**config.mk**
```make
export PLATFORM = sky130hd
export DESIGN_NAME = kf8288_bus_sequencer_flat
export DESIGN_NICKNAME = d
export VERILOG_FILES = /design/src/rtl/kf8288_seq_pkg.sv /design/src/rtl/kf8288_bus_sequencer_if.sv /design/src/rtl/kf8288_seq_arbiter.sv /design/src/rtl/kf8288_bus_sequencer.sv /design/src/flat_wrapper.sv
export SDC_FILE = /design/constraint.sdc
export NUM_CORES = 1
export LEC_CHECK = 0
export ABC_AREA = 1
export BUFFER_PORTS_ARGS = -buffer_cell sky130_fd_sc_hd__buf_2
export CAP_MARGIN = 20
export CORE_MARGIN = 8
export CORE_UTILIZATION = 45
export CTS_CLUSTER_SIZE = 8
export DETAILED_ROUTE_END_ITERATION = 10
export PLACE_DENSITY = 0.75
export RECOVER_POWER = 50
export SYNTH_ARGS = -nofsm -noshare
export SYNTH_HDL_FRONTEND = slang
export SYNTH_SLANG_ARGS = --single-unit
```
**constraint.sdc**
```tcl
create_clock -name clock -period 2.1 [get_ports clock]
set_input_delay 0.21 -clock clock [delete_from_list [all_inputs] [get_ports clock]]
set_output_delay 0.21 -clock clock [all_outputs]
set_load 0.03 [all_outputs]
```
**src/rtl/kf8288_seq_pkg.sv**
```systemverilog
// Shared types and helpers for the KF8288 bus sequencer.
// The optional Tw timeout is enabled with the KF8288_SEQ_TIMEOUT_EN macro (see top).
package kf8288_seq_pkg;

  typedef enum logic [2:0] {
    ST_INTA    = 3'b000,
    ST_IOR     = 3'b001,
    ST_IOW     = 3'b010,
    ST_HALT    = 3'b011,
    ST_FETCH   = 3'b100,
    ST_MEMR    = 3'b101,
    ST_MEMW    = 3'b110,
    ST_PASSIVE = 3'b111
  } bus_status_t;

  typedef enum logic [2:0] {
    SEQ_IDLE     = 3'd0,
    SEQ_HANDOVER = 3'd1,
    SEQ_T1       = 3'd2,
    SEQ_T2       = 3'd3,
    SEQ_T3       = 3'd4,
    SEQ_TW       = 3'd5,
    SEQ_T4       = 3'd6
  } seq_state_t;

  localparam logic [2:0] STATUS_PASSIVE = 3'b111;

  // 011 would be HALT on a real 8086; requesters may not ask for it (nor 111)
  function automatic logic is_illegal_type(input logic [2:0] t);
    return (t[1:0] == 2'b11);
  endfunction

  function automatic logic is_write_type(input logic [2:0] t);
    return (t == ST_IOW) || (t == ST_MEMW);
  endfunction

endpackage

```
**src/rtl/kf8288_bus_sequencer_if.sv**
```systemverilog
// Requester and KF8288-side signals of the bus sequencer, grouped as one interface.
interface kf8288_bus_sequencer_if #(parameter int ADDR_WIDTH = 20);
  logic                  m0_req;
  logic                  m1_req;
  logic [2:0]            m0_type;
  logic [2:0]            m1_type;
  logic [ADDR_WIDTH-1:0] m0_addr;
  logic [ADDR_WIDTH-1:0] m1_addr;
  logic [7:0]            m0_wdata;
  logic [7:0]            m1_wdata;
  logic                  m0_ack;
  logic                  m1_ack;
  logic                  ack_err;
  logic [7:0]            rdata;
  logic                  bus_ready;
  logic [7:0]            bus_rdata;
  logic [2:0]            processor_status;
  logic                  address_enable_n;
  logic [ADDR_WIDTH-1:0] bus_addr;
  logic [7:0]            bus_wdata;
  logic                  bus_wdata_oe;
  logic                  owner;

  modport slave (
    input  m0_req, m1_req, m0_type, m1_type, m0_addr, m1_addr, m0_wdata, m1_wdata,
    input  bus_ready, bus_rdata,
    output m0_ack, m1_ack, ack_err, rdata, processor_status, address_enable_n,
    output bus_addr, bus_wdata, bus_wdata_oe, owner
  );

  modport master (
    output m0_req, m1_req, m0_type, m1_type, m0_addr, m1_addr, m0_wdata, m1_wdata,
    output bus_ready, bus_rdata,
    input  m0_ack, m1_ack, ack_err, rdata, processor_status, address_enable_n,
    input  bus_addr, bus_wdata, bus_wdata_oe, owner
  );
endinterface

```
**src/rtl/kf8288_seq_arbiter.sv**
```systemverilog
// Fixed-priority (m1 over m0) requester select with the bus owner register.
module kf8288_seq_arbiter (
  input  logic clock,
  input  logic reset_in,
  input  logic m0_req_i,
  input  logic m1_req_i,
  input  logic owner_load_i,
  output logic any_req_o,
  output logic grant_o,
  output logic handover_o,
  output logic owner_o
);
  logic owner_q;
  logic owner_d;

  assign any_req_o  = m0_req_i | m1_req_i;
  assign grant_o    = m1_req_i;
  assign handover_o = any_req_o & (grant_o != owner_q);
  assign owner_o    = owner_q;

  // Owner follows the grant only when the sequencer commits to a handover
  always_comb begin
    if (owner_load_i) begin
      owner_d = grant_o;
    end else begin
      owner_d = owner_q;
    end
  end

  // Owner register
  always_ff @(posedge clock or posedge reset_in) begin
    if (reset_in) begin
      owner_q <= 1'b0;
    end else begin
      owner_q <= owner_d;
    end
  end
endmodule

```
**src/rtl/kf8288_bus_sequencer.sv**
```systemverilog
// Sequences 8086 T-states for two requesters in front of a KF8288 bus controller.
// Optional: define KF8288_SEQ_TIMEOUT_EN to force completion after TIMEOUT_CYCLES Tw cycles.
module kf8288_bus_sequencer
  import kf8288_seq_pkg::*;
#(
  parameter int WAIT_STATES    = 0,
  parameter int ADDR_WIDTH     = 20,
  parameter int TIMEOUT_CYCLES = 255
) (
  input logic clock,
  input logic reset_in,
  kf8288_bus_sequencer_if.slave sif
);
  localparam logic [3:0] WAIT_CNT = 4'(WAIT_STATES);

  seq_state_t            state_q, state_d;
  logic [2:0]            type_q, type_d, status_q, status_d;
  logic                  aen_n_q, aen_n_d, oe_q, oe_d, err_q, err_d;
  logic                  m0_ack_q, m0_ack_d, m1_ack_q, m1_ack_d;
  logic [ADDR_WIDTH-1:0] addr_q, addr_d;
  logic [7:0]            wdata_q, wdata_d, rdata_q, rdata_d;
  logic [3:0]            wcnt_q, wcnt_d;
  logic                  any_req_s, grant_s, handover_s, owner_s, owner_load_s;
  logic [2:0]            win_type_s;
  logic [ADDR_WIDTH-1:0] win_addr_s;
  logic [7:0]            win_wdata_s;
`ifdef KF8288_SEQ_TIMEOUT_EN
  localparam int TO_W = (TIMEOUT_CYCLES > 1) ? $clog2(TIMEOUT_CYCLES) : 1;
  localparam logic [TO_W-1:0] TO_LAST = TO_W'(TIMEOUT_CYCLES - 1);
  logic [TO_W-1:0]       tcnt_q, tcnt_d;
`endif

  kf8288_seq_arbiter u_arb (
    .clock        (clock),
    .reset_in     (reset_in),
    .m0_req_i     (sif.m0_req),
    .m1_req_i     (sif.m1_req),
    .owner_load_i (owner_load_s),
    .any_req_o    (any_req_s),
    .grant_o      (grant_s),
    .handover_o   (handover_s),
    .owner_o      (owner_s)
  );

  // Request fields of the arbitration winner
  always_comb begin
    if (grant_s) begin
      win_type_s  = sif.m1_type;
      win_addr_s  = sif.m1_addr;
      win_wdata_s = sif.m1_wdata;
    end else begin
      win_type_s  = sif.m0_type;
      win_addr_s  = sif.m0_addr;
      win_wdata_s = sif.m0_wdata;
    end
  end

  // T-state sequencing; every output is computed for the state being entered
  always_comb begin
    state_d      = state_q;
    type_d       = type_q;
    status_d     = status_q;
    aen_n_d      = aen_n_q;
    oe_d         = oe_q;
    addr_d       = addr_q;
    wdata_d      = wdata_q;
    rdata_d      = rdata_q;
    wcnt_d       = wcnt_q;
    err_d        = 1'b0;
    m0_ack_d     = 1'b0;
    m1_ack_d     = 1'b0;
    owner_load_s = 1'b0;
`ifdef KF8288_SEQ_TIMEOUT_EN
    tcnt_d       = tcnt_q;
`endif
    case (state_q)
      SEQ_IDLE: begin
        status_d = STATUS_PASSIVE;
        aen_n_d  = 1'b1;
        if (any_req_s && is_illegal_type(win_type_s)) begin
          // Rejected without touching the bus or the owner
          m0_ack_d = ~grant_s;
          m1_ack_d = grant_s;
          err_d    = 1'b1;
        end else if (any_req_s) begin
          type_d  = win_type_s;
          addr_d  = win_addr_s;
          wdata_d = win_wdata_s;
          if (handover_s) begin
            owner_load_s = 1'b1;
            state_d      = SEQ_HANDOVER;
          end else begin
            state_d  = SEQ_T1;
            status_d = win_type_s;
            aen_n_d  = 1'b0;
          end
        end else begin
          state_d = SEQ_IDLE;
        end
      end
      SEQ_HANDOVER: begin
        state_d  = SEQ_T1;
        status_d = type_q;
        aen_n_d  = 1'b0;
      end
      SEQ_T1: begin
        state_d = SEQ_T2;
        oe_d    = is_write_type(type_q);
      end
      SEQ_T2: begin
        state_d = SEQ_T3;
        wcnt_d  = 4'd0;
`ifdef KF8288_SEQ_TIMEOUT_EN
        tcnt_d  = '0;
`endif
      end
      SEQ_T3, SEQ_TW: begin
        if (sif.bus_ready && (wcnt_q == WAIT_CNT)) begin
          state_d  = SEQ_T4;
          status_d = STATUS_PASSIVE;
          rdata_d  = sif.bus_rdata;
          m0_ack_d = ~owner_s;
          m1_ack_d = owner_s;
`ifdef KF8288_SEQ_TIMEOUT_EN
        end else if ((state_q == SEQ_TW) && !sif.bus_ready && (tcnt_q == TO_LAST)) begin
          state_d  = SEQ_T4;
          status_d = STATUS_PASSIVE;
          rdata_d  = 8'hFF;
          err_d    = 1'b1;
          m0_ack_d = ~owner_s;
          m1_ack_d = owner_s;
`endif
        end else begin
          state_d = SEQ_TW;
          if (wcnt_q != WAIT_CNT) begin
            wcnt_d = wcnt_q + 4'd1;
          end else begin
            wcnt_d = wcnt_q;
          end
`ifdef KF8288_SEQ_TIMEOUT_EN
          // Only consecutive not-ready Tw cycles count toward the timeout
          if ((state_q == SEQ_TW) && !sif.bus_ready) begin
            tcnt_d = tcnt_q + TO_W'(1);
          end else begin
            tcnt_d = '0;
          end
`endif
        end
      end
      SEQ_T4: begin
        oe_d = 1'b0;
        // Same-owner follow-on request chains straight into T1 with AEN_n held low
        if (any_req_s && !handover_s && !is_illegal_type(win_type_s)) begin
          state_d  = SEQ_T1;
          type_d   = win_type_s;
          addr_d   = win_addr_s;
          wdata_d  = win_wdata_s;
          status_d = win_type_s;
          aen_n_d  = 1'b0;
        end else begin
          state_d  = SEQ_IDLE;
          status_d = STATUS_PASSIVE;
          aen_n_d  = 1'b1;
        end
      end
      default: begin
        state_d  = SEQ_IDLE;
        status_d = STATUS_PASSIVE;
        aen_n_d  = 1'b1;
        oe_d     = 1'b0;
      end
    endcase
  end

  // State and registered outputs
  always_ff @(posedge clock or posedge reset_in) begin
    if (reset_in) begin
      state_q  <= SEQ_IDLE;
      type_q   <= STATUS_PASSIVE;
      status_q <= STATUS_PASSIVE;
      aen_n_q  <= 1'b1;
      oe_q     <= 1'b0;
      addr_q   <= '0;
      wdata_q  <= 8'h00;
      rdata_q  <= 8'h00;
      wcnt_q   <= 4'd0;
      err_q    <= 1'b0;
      m0_ack_q <= 1'b0;
      m1_ack_q <= 1'b0;
`ifdef KF8288_SEQ_TIMEOUT_EN
      tcnt_q   <= '0;
`endif
    end else begin
      state_q  <= state_d;
      type_q   <= type_d;
      status_q <= status_d;
      aen_n_q  <= aen_n_d;
      oe_q     <= oe_d;
      addr_q   <= addr_d;
      wdata_q  <= wdata_d;
      rdata_q  <= rdata_d;
      wcnt_q   <= wcnt_d;
      err_q    <= err_d;
      m0_ack_q <= m0_ack_d;
      m1_ack_q <= m1_ack_d;
`ifdef KF8288_SEQ_TIMEOUT_EN
      tcnt_q   <= tcnt_d;
`endif
    end
  end

  assign sif.processor_status = status_q;
  assign sif.address_enable_n = aen_n_q;
  assign sif.bus_addr         = addr_q;
  assign sif.bus_wdata        = wdata_q;
  assign sif.bus_wdata_oe     = oe_q;
  assign sif.rdata            = rdata_q;
  assign sif.ack_err          = err_q;
  assign sif.m0_ack           = m0_ack_q;
  assign sif.m1_ack           = m1_ack_q;
  assign sif.owner            = owner_s;
endmodule

```
**src/flat_wrapper.sv**
```systemverilog
// flat-port wrapper written by rule: the top's interface ports become plain ports
module kf8288_bus_sequencer_flat import kf8288_seq_pkg::*;
#(
  parameter int WAIT_STATES    = 0,
  parameter int ADDR_WIDTH     = 20,
  parameter int TIMEOUT_CYCLES = 255
)
  (clock, reset_in, sif_m0_req, sif_m1_req, sif_m0_type, sif_m1_type, sif_m0_addr, sif_m1_addr, sif_m0_wdata, sif_m1_wdata, sif_bus_ready, sif_bus_rdata, sif_m0_ack, sif_m1_ack, sif_ack_err, sif_rdata, sif_processor_status, sif_address_enable_n, sif_bus_addr, sif_bus_wdata, sif_bus_wdata_oe, sif_owner);
  kf8288_bus_sequencer_if #(.ADDR_WIDTH(ADDR_WIDTH)) sif_i ();
  input logic clock;
  input logic reset_in;
  input wire logic [$bits(sif_i.m0_req)-1:0] sif_m0_req;
  input wire logic [$bits(sif_i.m1_req)-1:0] sif_m1_req;
  input wire logic [$bits(sif_i.m0_type)-1:0] sif_m0_type;
  input wire logic [$bits(sif_i.m1_type)-1:0] sif_m1_type;
  input wire logic [$bits(sif_i.m0_addr)-1:0] sif_m0_addr;
  input wire logic [$bits(sif_i.m1_addr)-1:0] sif_m1_addr;
  input wire logic [$bits(sif_i.m0_wdata)-1:0] sif_m0_wdata;
  input wire logic [$bits(sif_i.m1_wdata)-1:0] sif_m1_wdata;
  input wire logic [$bits(sif_i.bus_ready)-1:0] sif_bus_ready;
  input wire logic [$bits(sif_i.bus_rdata)-1:0] sif_bus_rdata;
  output wire logic [$bits(sif_i.m0_ack)-1:0] sif_m0_ack;
  output wire logic [$bits(sif_i.m1_ack)-1:0] sif_m1_ack;
  output wire logic [$bits(sif_i.ack_err)-1:0] sif_ack_err;
  output wire logic [$bits(sif_i.rdata)-1:0] sif_rdata;
  output wire logic [$bits(sif_i.processor_status)-1:0] sif_processor_status;
  output wire logic [$bits(sif_i.address_enable_n)-1:0] sif_address_enable_n;
  output wire logic [$bits(sif_i.bus_addr)-1:0] sif_bus_addr;
  output wire logic [$bits(sif_i.bus_wdata)-1:0] sif_bus_wdata;
  output wire logic [$bits(sif_i.bus_wdata_oe)-1:0] sif_bus_wdata_oe;
  output wire logic [$bits(sif_i.owner)-1:0] sif_owner;
  assign sif_i.m0_req = sif_m0_req;
  assign sif_i.m1_req = sif_m1_req;
  assign sif_i.m0_type = sif_m0_type;
  assign sif_i.m1_type = sif_m1_type;
  assign sif_i.m0_addr = sif_m0_addr;
  assign sif_i.m1_addr = sif_m1_addr;
  assign sif_i.m0_wdata = sif_m0_wdata;
  assign sif_i.m1_wdata = sif_m1_wdata;
  assign sif_i.bus_ready = sif_bus_ready;
  assign sif_i.bus_rdata = sif_bus_rdata;
  assign sif_m0_ack = sif_i.m0_ack;
  assign sif_m1_ack = sif_i.m1_ack;
  assign sif_ack_err = sif_i.ack_err;
  assign sif_rdata = sif_i.rdata;
  assign sif_processor_status = sif_i.processor_status;
  assign sif_address_enable_n = sif_i.address_enable_n;
  assign sif_bus_addr = sif_i.bus_addr;
  assign sif_bus_wdata = sif_i.bus_wdata;
  assign sif_bus_wdata_oe = sif_i.bus_wdata_oe;
  assign sif_owner = sif_i.owner;
  kf8288_bus_sequencer #(.WAIT_STATES(WAIT_STATES), .ADDR_WIDTH(ADDR_WIDTH), .TIMEOUT_CYCLES(TIMEOUT_CYCLES)) u_core (.clock(clock), .reset_in(reset_in), .sif(sif_i));
endmodule
```
## Yosys cells after proc, flatten, opt, wreduce, memory -nomap -nowiden

Cells that the tools add are included.
W data, S select, Z words.

- Bits in registers: 55
- Output and inout port bits: 45
- Word-level logic and storage cells: 102

- Muxes and demuxes: 47
- Equal/unequal tests: 16
- Reduce and logical (&&, ||, !) cells: 20
- Add/sub/neg operators: 1
- Bitwise operators: 5

Operators by type and width:

| cell | number |
|---|---|
| $mux W20 | 4 |
| $pmux W20 S2 | 1 |
| $mux W8 | 4 |
| $mux W3 | 10 |
| $pmux W3 S6 | 1 |
| $pmux W8 S2 | 1 |
| $pmux W3 S5 | 1 |
| $mux W1 | 13 |
| $eq A3 B3 Y1 const B | 4 |
| $eq A3 B2 Y1 const B | 3 |
| $mux W2 | 4 |
| $mux W4 | 2 |
| $ne A2 B1 Y1 const B | 4 |
| $pmux W4 S2 | 1 |
| $pmux W1 S2 | 3 |
| $pmux W3 S2 | 1 |
| $reduce_or A5 Y1 | 1 |
| $add A4 B1 Y4 const B | 1 |
| $logic_and A1 B1 Y1 | 4 |
| $logic_not A4 Y1 | 1 |
| $ne A2 B2 Y1 const B | 2 |
| $pmux W1 S4 | 1 |
| $reduce_and A2 Y1 | 2 |
| $reduce_and A4 Y1 | 1 |
| 14 further kinds | 19 |

## Longest topological paths before layout

- Depth after elaboration: 7
- Depth in mapped cells: 11
- Gate-level depth less buffers: 9

## Modules after synthesis

A second synthesis with hierarchy kept.

- Cells, all modules: 385
- Area total of the unflattened synthesis: 2783.9 um^2

By module, submodules not included:

| module | cells an instance | times used | area each (um^2) | seq. area each (um^2) |
|---|---|---|---|---|
| kf8288_bus_sequencer | 374 | 1 | 2712.6 | 1360.1 |
| kf8288_seq_arbiter | 11 | 1 | 71.3 | 25.0 |

## Least setup slack after synthesis

Ideal clock, no wire load.

- Path kind: register to register
- Start point: register u_core.u_arb.owner_q, in the netlist u_core.u_arb.owner_o
- End point: register u_core.addr_q[0], in the netlist u_core.sif.bus_addr[0]
- Path slack: 638 ps
- Arrival time: 1344 ps
- Stages on the path, launching flop included: 11
- Period minus slack after synthesis: 1462 ps
- Path through: dfrtp_1 inv_1 nand2_1 nand2_1 nor2_2 nand2_2 nand2_4 nand2_4 buf_6 nand2_1 nand2_1

- Longest elaborated chain between the ends: 7

RTL lines:

| item | RTL line | source |
|---|---|---|
| start, declared | kf8288_seq_arbiter.sv:13 | `logic owner_q;` |
| start signal, assigned | kf8288_seq_arbiter.sv:35 | `owner_q <= owner_d;` |
| $ne A1 B1 Y1 | kf8288_seq_arbiter.sv:18 | `assign handover_o = any_req_o & (grant_o != owner_q);` |
| $and A1 B1 Y1 | kf8288_seq_arbiter.sv:18 |  |
| $logic_not A1 Y1 | kf8288_bus_sequencer.sv:153 | `if (any_req_s && !handover_s && !is_illegal_type(win_type_s)) begin` |
| $logic_and A1 B1 Y1 (2 in series) | kf8288_bus_sequencer.sv:153 |  |
| $ne A2 B1 Y1 (no source line) | n/a |  |
| $reduce_and A4 Y1 (no source line) | n/a |  |
| end signal, assigned | kf8288_bus_sequencer.sv:199 | `addr_q <= addr_d;` |
| end, declared | kf8288_bus_sequencer.sv:20 | `logic [ADDR_WIDTH-1:0] addr_q, addr_d;` |

Every way passes these cells.
A chain may end at the register's enable or synchronous reset.

## Worst setup path after layout

- Start point: register u_core.wcnt_q[0]
- End point: register u_core.state_q[1]

- Longest elaborated chain between the ends: 4

RTL lines:

| item | RTL line | source |
|---|---|---|
| start, declared | kf8288_bus_sequencer.sv:22 | `logic [3:0] wcnt_q, wcnt_d;` |
| start signal, assigned | kf8288_bus_sequencer.sv:202 | `wcnt_q <= wcnt_d;` |
| $logic_not A4 Y1 | kf8288_bus_sequencer.sv:118 | `if (sif.bus_ready && (wcnt_q == WAIT_CNT)) begin` |
| $logic_and A1 B1 Y1 | kf8288_bus_sequencer.sv:118 |  |
| $mux W2 | kf8288_bus_sequencer.sv:118 |  |
| $pmux W3 S6 | kf8288_bus_sequencer.sv:76 | `case (state_q)` |
| end signal, assigned | kf8288_bus_sequencer.sv:194 | `state_q <= state_d;` |
| end, declared | kf8288_bus_sequencer.sv:16 | `seq_state_t state_q, state_d;` |

Every way passes these cells.

==> metrics.yaml <==
die:
  dieWidth_um: 96.6
  die_h_um: 96.6
  start_util_pct: 46.3
  die_area_um2: 9330
  ioPinCount: 120
  num_rows: 29
  fp.coreArea_um2: 6310
pwr:
  clock_power_share_pct: 12.3
  ir_drop_v: 0.000746
  total_leakage_power_uw: 0.00211
  p_switching_uw: 2570
  power_density_nw_per_um2: 1420
  switching_share_pct: 50.1
  combPwrFrac_pct: 52.0
  seqPwrFrac_pct: 35.7
  intPower_uw: 2570
hold_path:
  min_delay_path_depth: 3
  hold_end: "u_core.sif.rdata[4]"
  hp-start: "sif_bus_rdata[4]"
  hold_path_class: "primary input to register"
timing:
  fin_crit_sh_pct: 82.8
  min_period_ps: 1740
  finClkSkew_ps: 8.73
  slew_violations: 0
  fin_tns_setup_ps: 0
  setup_viol: 0
  fmax_ghz: 0.575
  hold_viol: 0
  rsz0062_at_grt: "false"
  worst_pin_slew_ps: 1060
  max-slew-margin-rel_pct: 29.5
setup_path:
  cp-start-kind: "register"
  ff2ff_setup_slack_ps: 360
  cp_slowest_stage_delay_ps: 420
  crit_arrival_ps: 1980
  worst_path_most_repeated_cell: "nor2_1"
  critical_path_required_ps: 2350
  end_kind: "register"
  crit_type: "register to register"
  cp_max_fo: 11
  timing.rr.start: "u_core.wcnt_q[0]"
  reg2reg_to: "u_core.state_q[1]"
  crit_chain: "inv_1 > ha_1 > nand3_2 > nor2_4 > nand2_1 > nand3_1 > nor2_1 > nor2_1"
  reg2reg_depth: 8
  cpMaxStageDelayCell: "dfrtp_1"
synth:
  async_flop_share_pct: 100
  synth.top_cells.by_count: "nand2_1, nand3_1, dfrtp_1"
  ys_warn_count: 0
  syn-num-nets: 480
  synth-edff-count: 0
  ys_seq_elements: 55
  synthCells: 403
  netlist.area_leader.share_pct: 41.1
  ys_types: 27
  synth_area_leader_cell: "dfrtp_1"
  dominantRegCellSynth: "dfrtp_1"
  yosysMostFrequentCell: "nand2_1"
  synth_area_um2: 2920
  yosysSeqAreaShare_pct: 47.4
  avgSynthCellArea_um2: 7.25
  synth_area_leaders: "dfrtp_1, nand2_1, nand3_1"
clock_tree:
  h-tree-depth: 2
  cts.path.max_buffers: 2
  numCtsBuffers: 5
  insertion_delay_ps: 310
  ctsResizeCount: 0
  cts_root_buffer: "clkbuf_8"
  cts_tree: "done"
  clkTransAtPathRegs_ps: 100
  cts.sinks: 55
final_layout:
  nets: 595
  diodes: 0
  regArea_um2: 1390
  fill_cells: 640
  multiInputGateArea_um2: 1320
  stdcell_area_um2: 3620
  syn2layout_area_growth_pct: 24.0
  drive_gt1_share_pct: 23.1
status:
  run_status: "finished, final reports clean"
grt:
  track_usage_pct: 17.7
  grt_overflow_total: 0
  grt_max_degree: 32
  grt_pass1_vias: 2960
  grt_antenna_before_repair: 0
  grt_pass1_wl_mm: 13.2
routing:
  detail_route.wl_per_cell_um: 13.2
  totalWireLength_mm: 7.85
  drc_errors: 0
  detail_route.first_pass.iterations: 4
  viasPerCell: 4.81
  routed-via-count: 2865
  first_iter_violations: 127
  antenna_left: 0
place:
  gp_congestion: 0.814
  portBuffers: 119
  place_area_um2: 3560
  hpwl_mm: 6.19
flow_run:
  drv_cap: 0
[per-stage QoR]
stage | worst slack, ps | hold WS, ps | power, uW | instances | utilization [%]
global route | 158 | 136 | 5580 | 596 | 57.4
global placement | 444 | 306 | 4570 | 587 | 56.4
floorplan | 559 | 355 | 3910 | 403 | -
detailed placement | 383 | 307 | 4650 | 587 | 56.4
finish | 361 | 124 | 5140 | 596 | 57.4
CTS | 351 | 117 | 5300 | 596 | 58.2
[power groups by stage]
stage	clock network [uW]	registers, uW	logic (uW)
after floorplan	0	2590	1320
after global placement	0	1840	2740
after detailed placement	0	1840	2810
after CTS	656	1830	2810
after global routing	695	1900	2990
final	634	1840	2670
[kinds of logic after synthesis]
logic type	after synthesis	synth area share (%)
DFF	55	47.4
and+or+nand+nor	286	41.2
AOI/OAI and AO/OA	14	2.87
adders and majority gates	2	0.856
xor gates and xnor gates	1	0.300
buffers and inverters	45	7.37
[critical path, delay by kind of cell (launching register included)]
kind                     cells  cell delay [ps]
flip-flops                   1              420
AND/OR/NAND/NOR              6              960
buffers and inverters        1              120
adder cells (fa/ha/maj)      1              170
[layout by cell type, fill, tap and decap left out, drive strengths merged]
| master | instances |
|---|---|
| a21boi | 1 |
| a21oi | 3 |
| buf | 85 |
| clkbuf | 47 |
| clkinvlp | 1 |
| dfrtp | 48 |
| dfstp | 7 |
| dlygate4sd3 | 1 |
| ha | 2 |
| inv | 27 |
| nand2 | 219 |
| nand3 | 52 |
| nand4 | 4 |
| nor2 | 11 |
| o21ai | 6 |
| o22ai | 2 |
| o31ai | 2 |
| xor2 | 1 |
[cell type report]
cell class,instances,area share (%)
sequential,55,38.2
multi-input combinational,303,36.5
timing repair buffer,126,16.9
inverter,27,2.87
clock buffer,7,2.66
tap,77,2.66
clock inverter,1,0.207
[repair_timing]
item,CTS,global route
buffers inserted,0,0
hold buffers,1,0
endpoints found under the hold margin,20,0
[sequential cells by signal (all words and copies together), names as in the netlist]
| signal | flops |
|---|---|
| u_core.wcnt_q | 4 |
| u_core.sif.m0_ack | 1 |
| u_core.sif.bus_wdata_oe | 1 |
| u_core.sif.ack_err | 1 |
| u_core.sif.bus_addr | 20 |
| u_core.sif.bus_wdata | 8 |
| u_core.sif.rdata | 8 |
| u_core.sif.address_enable_n | 1 |
| u_core.sif.processor_status | 3 |
| u_core.state_q | 3 |
| u_core.type_q | 3 |
| u_core.u_arb.owner_o | 1 |
| u_core.sif.m1_ack | 1 |
[layer usage]
layer  routed length (um)  global-route usage, %  vias up  part of all wire (%)
met4                  148                   5.80        0                   1.9
met3                  368                   4.02       12                   4.7
met2                 4160                   32.8       76                    53
li1                     -                      -     1483                     -
met5                    0                      0        -                     0
met1                 3170                   19.4     1294                    40
[worst max-delay path by stage]
stage	start	endpoint	slack, ps	cells after the start
4_1_cts	u_core.wcnt_q[0]	u_core.state_q[1]	350	8
3_3_place_gp	u_core.wcnt_q[0]	u_core.sif.m0_ack	440	6
3_5_place_dp	u_core.wcnt_q[0]	u_core.state_q[1]	380	8
5_1_grt	u_core.state_q[1]	u_core.sif.processor_status[1]	160	8
6_report	u_core.wcnt_q[0]	u_core.state_q[1]	360	8
2_1_floorplan	reset_in	u_core.sif.ack_err	560	1
Power figures use the tool's default switching activity.
